==> src/rtl/gb_timer.sv <==
// gb_timer: DMG DIV/TIMA/TMA/TAC timer at $FF04-$FF07.
// TIMA counts falling edges of the selected sys_cnt bit. Overflow reloads TMA after OVF_DELAY clks.
//
// Ports:
//   clk            4.194304 MHz system clock
//   rst            synchronous, active-high reset
//   ADDR           CPU address
//   WR             write strobe (level; repeats are idempotent)
//   RD             read strobe (unused; reads decode on ADDR only)
//   MMIO_DATA_out  write data from the MMU
//   MMIO_DATA_in   read data to the MMU (8'hFF when ADDR misses)
//   IRQ_TIMER      one-clk interrupt pulse, registered
module gb_timer #(
   parameter logic [15:0] DIV_INIT  = 16'h0000,
   parameter int unsigned OVF_DELAY = 4
) (
   input  logic        clk,
   input  logic        rst,
   input  logic [15:0] ADDR,
   input  logic        WR,
   input  logic        RD,
   input  logic [7:0]  MMIO_DATA_out,
   output logic [7:0]  MMIO_DATA_in,
   output logic        IRQ_TIMER
);

   localparam logic [2:0] CNT_LAST = 3'(OVF_DELAY - 1);

   logic [15:0] sys_cnt_q, sys_cnt_d;
   logic [7:0]  tima_q, tima_d;
   logic [7:0]  tma_q, tma_d;
   logic [2:0]  tac_q, tac_d;
   logic        prev_tick_q;
   logic        pend_q, pend_d;
   logic [2:0]  cnt_q, cnt_d;
   logic        reload_q, reload_d;
   logic        irq_q, irq_d;

   logic hit_div, hit_tima, hit_tma, hit_tac;
   logic wr_div, wr_tima, wr_tma, wr_tac;
   logic sel_bit, tick, fall, reload_due;
   logic unused_rd;

   assign unused_rd = RD;

   assign hit_div  = (ADDR == 16'hFF04);
   assign hit_tima = (ADDR == 16'hFF05);
   assign hit_tma  = (ADDR == 16'hFF06);
   assign hit_tac  = (ADDR == 16'hFF07);

   assign wr_div  = WR & hit_div;
   assign wr_tima = WR & hit_tima;
   assign wr_tma  = WR & hit_tma;
   assign wr_tac  = WR & hit_tac;

   always_comb begin
      unique case (tac_q[1:0])
         2'b00: sel_bit = sys_cnt_q[9];
         2'b01: sel_bit = sys_cnt_q[3];
         2'b10: sel_bit = sys_cnt_q[5];
         2'b11: sel_bit = sys_cnt_q[7];
      endcase
   end

   // DIV clears and TAC changes pull tick low too, so they count as edges.
   assign tick       = sel_bit & tac_q[2];
   assign fall       = prev_tick_q & ~tick;
   assign reload_due = pend_q && (cnt_q == CNT_LAST);

   always_comb begin
      MMIO_DATA_in = 8'hFF;
      unique case (1'b1)
         hit_div:  MMIO_DATA_in = sys_cnt_q[15:8];
         hit_tima: MMIO_DATA_in = tima_q;
         hit_tma:  MMIO_DATA_in = tma_q;
         hit_tac:  MMIO_DATA_in = {5'b11111, tac_q};
         default:  MMIO_DATA_in = 8'hFF;
      endcase
   end

   always_comb begin
      sys_cnt_d = wr_div ? 16'h0000 : sys_cnt_q + 16'd1;
      tma_d     = wr_tma ? MMIO_DATA_out : tma_q;
      tac_d     = wr_tac ? MMIO_DATA_out[2:0] : tac_q;
      tima_d    = tima_q;
      pend_d    = pend_q;
      cnt_d     = pend_q ? cnt_q + 3'd1 : cnt_q;
      reload_d  = 1'b0;
      irq_d     = 1'b0;

      // A CPU write beats both the reload and the increment,
      // except in the reload cycle where the TMA value is kept.
      if (wr_tima && !reload_q) begin
         tima_d = MMIO_DATA_out;
         pend_d = 1'b0;
         cnt_d  = 3'd0;
      end else if (reload_due) begin
         tima_d   = tma_q;
         pend_d   = 1'b0;
         cnt_d    = 3'd0;
         reload_d = 1'b1;
         irq_d    = 1'b1;
      end else if (fall) begin
         tima_d = tima_q + 8'd1;
         if (tima_q == 8'hFF) begin
            pend_d = 1'b1;
            cnt_d  = 3'd0;
         end
      end

      // New TMA written in the reload cycle lands in TIMA as well.
      if (wr_tma && reload_q) begin
         tima_d = MMIO_DATA_out;
      end
   end

   always_ff @(posedge clk) begin
      if (rst) begin
         sys_cnt_q   <= DIV_INIT;
         tima_q      <= 8'h00;
         tma_q       <= 8'h00;
         tac_q       <= 3'b000;
         prev_tick_q <= 1'b0;
         pend_q      <= 1'b0;
         cnt_q       <= 3'd0;
         reload_q    <= 1'b0;
         irq_q       <= 1'b0;
      end else begin
         sys_cnt_q   <= sys_cnt_d;
         tima_q      <= tima_d;
         tma_q       <= tma_d;
         tac_q       <= tac_d;
         prev_tick_q <= tick;
         pend_q      <= pend_d;
         cnt_q       <= cnt_d;
         reload_q    <= reload_d;
         irq_q       <= irq_d;
      end
   end

   assign IRQ_TIMER = irq_q;

endmodule

==> config.mk <==
export PLATFORM = sky130hd
export DESIGN_NAME = gb_timer
export DESIGN_NICKNAME = d
export VERILOG_FILES = /design/src/rtl/gb_timer.sv
export SDC_FILE = /design/constraint.sdc
export NUM_CORES = 1
export LEC_CHECK = 0
export ABC_AREA = 1
export BUFFER_PORTS_ARGS = -buffer_cell sky130_fd_sc_hd__buf_2
export CORE_UTILIZATION = 55
export CTS_CLUSTER_SIZE = 12
export DETAILED_ROUTE_END_ITERATION = 7
export PLACE_DENSITY = 0.77
export SYNTH_ARGS = -nofsm -noshare
export SYNTH_HDL_FRONTEND = slang
export SYNTH_SLANG_ARGS = --single-unit
==> constraint.sdc <==
create_clock -name clk -period 2.4 [get_ports clk]
set_clock_uncertainty 0.1 [all_clocks]
set_input_delay 0.48 -clock clk [delete_from_list [all_inputs] [get_ports clk]]
set_output_delay 0.48 -clock clk [all_outputs]
set_load 0.05 [all_outputs]
==> reports/results.txt <==
The clock edge transition at the registers on the reported setup and hold paths is 70 ps. In this run the standard cell core region covers 4350 um^2. Counting every instance in the synthesized netlist gives 373. During synthesis, Yosys emitted a total of 0 warnings. The share of layout cells above drive strength 1 was 19.5%. Of all cell types, the one taking the most synthesized area is sky130_fd_sc_hd__dfxtp_1.

Leaving out fill and tap cells, the most frequent cells in the layout are sky130_fd_sc_hd__nand2_1 (76), sky130_fd_sc_hd__nor2_1 (60), sky130_fd_sc_hd__inv_1 (43), sky130_fd_sc_hd__dfxtp_1 (41), sky130_fd_sc_hd__nand3_1 (33). Total via count in the routed design: 2471. The cell sitting at the root of the clock tree is a sky130_fd_sc_hd__clkbuf_8. Counting the fill cells in the layout gives 427. The via count of the first global-routing pass is 2373. TritonCTS built the clock tree. The most used flip-flop cell after synthesis is sky130_fd_sc_hd__dfxtp_1. The number of diodes is 0, and the total number of placement rows is 24. After detailed routing, the number of remaining DRC violations is 0.

The routed design has 5.91 mm of wire. For the estimated wirelength of the detail-placed design, the log shows 4.53 mm. In this run the most critical hold path is launched from rst. The number of sinks on the clock net was 41; the initial antenna violation count was 0.

The area enclosed by the die boundary was 4790 um^2. Summed over its instances, the top area cell type makes up 33.0% of the synthesized netlist area. In the final layout, the multi-input gates occupy 1480 um^2. Sorting the synthesized cells by area gives the leading types as sky130_fd_sc_hd__dfxtp_1 (33%), sky130_fd_sc_hd__nand2_1 (12%), sky130_fd_sc_hd__nor2_1 (9.5%), sky130_fd_sc_hd__nand3_1 (6.9%), sky130_fd_sc_hd__inv_1 (6.6%). In this run, placement finished with an instance count of 460. TritonCTS created 5 clock buffers. The data arrival time of the critical path was 1710 ps; the total of endpoints with negative setup slack in the final report was 0.

The tools report the final global-route overflow total as 0. The flow ran to the end, and the final reports show no timing, DRC or antenna violations. For the weighted congestion reported at the end of routability-driven placement, the log shows 0.899.

The critical path is of the primary input to primary output type. The detailed-router iteration count before antenna repair came out at 4. The run gives 1.23 nW as the leakage power total. The sequential cells in the finished layout cover a total of 821 um^2. For the pin with the worst max-slew slack, the measured transition is 504 ps. Counting I/O delays and the setup requirement, the final critical path takes 2290 ps. The run gives 0 as the count of final max-slew check failures. In this run, distinct cell masters in the synthesized netlist total 34. Power spread over the standard cell area amounts to 408 nW/um^2. For this run, the register share of the synthesized area comes to 33.0%. The critical path startpoint was ADDR[13]. The overall die width is 69.2 um. Timing analysis after detailed placement gives a worst setup slack of -13.6 ps. In this run the deepest clock path goes through 2 buffers.

Timing would allow up to 0.438 GHz. The count of non-filler cells in the finished layout was 467. The logs give 66.2% for the max-slew headroom at the worst pin and 0.415 mV for the peak ir drop on the vdd network. In this run, synthesis produced a sequential element count of 41. In this run the critical register-to-register path is launched from cnt_q[0].

The number of nets in the synthesized netlist is 405. The synthesized area per cell was 6.66 um^2. Measured along the y axis, the die boundary spans 69.2 um. Port buffering added 35 buffers. The later pin in the worst-skew pair is clocked with a latency of 290 ps. In the final design database the tool counted 448 nets.

The worst setup path is captured at a primary output. The final critical path takes up 95.2% of the cycle. The detail route stage leaves a number of antenna-violating nets equal to 0. Compared with the post-synthesis result, the final layout area differs by 16.4%. The effective utilization at floorplan came out at 57.0%. Final count of hold timing violations: 0. Entering global routing, the biggest net connects 17 pins.

The tool flagged a number of max-cap violations equal to 0. The tools report the post-synthesis cell area as 2480 um^2. In this run the worst hold path is classified as primary input to register. Global routing used 26.8% of the available tracks across all layers.

Setup repair after global routing left no endpoint under its margin. The detailed router finished its first iteration with 194 violations. The final setup slack of the worst path is 115 ps. The worst setup path is launched from a primary input. The share of synthesized flip-flops with an asynchronous set or reset is 0%. Detailed-route wire length per cell: 12.7 um.

The post-detailed-route via-to-cell ratio is 5.29. The logs give 10.4 mm for the first-pass GRT wire length and 1820 ps for the required time of the critical path. Leaving out fill and tap cells, the most frequent cell in the layout is sky130_fd_sc_hd__nand2_1. Pin placement for this block handled 37 I/O pins. Total of hold buffers inserted after clock tree synthesis: 0.

In this run, synthesis inferred 0 flip-flops with an integrated enable. The H-tree level count came out at 2. In this run the worst path has a maximum fanout of 7.
-- worst max-delay path: stages --
cell and delay (ps):
sky130_fd_sc_hd__buf_2 70, sky130_fd_sc_hd__nand2_1 50, sky130_fd_sc_hd__nor2_2 110, sky130_fd_sc_hd__nand2_2 100
sky130_fd_sc_hd__nor2_8 170, sky130_fd_sc_hd__buf_4 140, sky130_fd_sc_hd__nand3_4 120, sky130_fd_sc_hd__o221ai_1 210
sky130_fd_sc_hd__buf_4 240
-- cell type report --
cell class / instances / area share (%)
flip-flops and latches: 41 / 28.4
clock inverters: 1 / 0.173
well taps: 52 / 2.25
multi-input cells: 278 / 51.3
repair buffers: 44 / 9.48
clock buffers: 5 / 2.38
inverters: 46 / 5.97
-- per-stage QoR --
| stage | utilization [%] | TNS (ps) | power, mW | hold slack (ps) | instance area (um^2) |
|---|---|---|---|---|---|
| 5_1_grt | 66.4 | 0 | 1.22 | 283 | 2890 |
| 2_1_floorplan | - | -495 | 0.745 | 318 | 2500 |
| 3_3_place_gp | 63.0 | -5.66 | 0.775 | 330 | 2740 |
| 4_1_cts | 64.9 | 0 | 1.19 | 285 | 2820 |
| 6_report | 66.4 | 0 | 1.18 | 288 | 2890 |
| 3_5_place_dp | 63.0 | -34.5 | 0.777 | 336 | 2740 |
-- registers in the layout, indices dropped and copies added, names as in the netlist --
register     cells
IRQ_TIMER        1
cnt_q            3
pend_q           1
prev_tick_q      1
sys_cnt_q       16
tac_q            3
tima_q           8
tma_q            8
-- synthesized netlist by cell type, types with 3 or more instances --
library cell,count
sky130_fd_sc_hd__a21boi_0,5
sky130_fd_sc_hd__a21oi_1,19
sky130_fd_sc_hd__buf_2,3
sky130_fd_sc_hd__buf_6,3
sky130_fd_sc_hd__dfxtp_1,41
sky130_fd_sc_hd__ha_1,4
sky130_fd_sc_hd__inv_1,44
sky130_fd_sc_hd__nand2_1,78
sky130_fd_sc_hd__nand2_2,3
sky130_fd_sc_hd__nand3_1,34
sky130_fd_sc_hd__nand4_1,15
sky130_fd_sc_hd__nor2_1,63
sky130_fd_sc_hd__nor2_2,3
sky130_fd_sc_hd__nor3_1,7
sky130_fd_sc_hd__nor3b_1,4
sky130_fd_sc_hd__o2111ai_1,3
sky130_fd_sc_hd__o21ai_0,15
sky130_fd_sc_hd__o221ai_1,5
sky130_fd_sc_hd__xnor2_1,3
sky130_fd_sc_hd__xor2_1,5
-- report_power, final --
part	total (mW)	switching [mW]	internal, mW
registers	0.687	0.00301	0.684
logic	0.0766	0.0453	0.0314
clock network	0.416	0.225	0.191
total	1.18	0.273	0.907
-- logic make-up (layout without fill, tap and decap cells) --
family | after synthesis | in the layout | synth area share, %
adders and majority gates | 4 | 4 | 2.02
and+or+nand+nor | 216 | 216 | 40.1
xor gates and xnor gates | 8 | 8 | 2.82
DFF | 41 | 41 | 33.0
AOI/OAI and AO/OA | 49 | 49 | 12.2
buffers and inverters | 54 | 96 | 9.37
muxes | 1 | 1 | 0.403
-- routing by layer --
| layer | part of all wire, % | vias up | wire length (um) | global-route usage [%] |
|---|---|---|---|---|
| li1 | - | 1307 | - | - |
| met1 | 46 | 1103 | 2730 | 34.3 |
| met2 | 48 | 53 | 2860 | 45.7 |
| met3 | 4.4 | 8 | 258 | 4.51 |
| met4 | 1.0 | 0 | 59 | 8.39 |
| met5 | 0 | - | 0 | 0 |
-- path summary, 6_finish.rpt --
| path | endpoint | slack, ps | cells after the start |
|---|---|---|---|
| worst min register to register | sys_cnt_q[0] | 360 | 1 |
| worst max register to register | tima_q[2] | 520 | 10 |
| worst max-delay path | MMIO_DATA_in[4] | 110 | 9 |
| worst min-delay path | tma_q[2] | 290 | 2 |
-- timing repair --
item | CTS | global route
resized for setup | 3 | 23
pin swaps | 0 | 9
setup endpoints to repair | 3 | 8
buffers inserted | 0 | 1
Note: power is estimated with default switching activity, not from simulation.
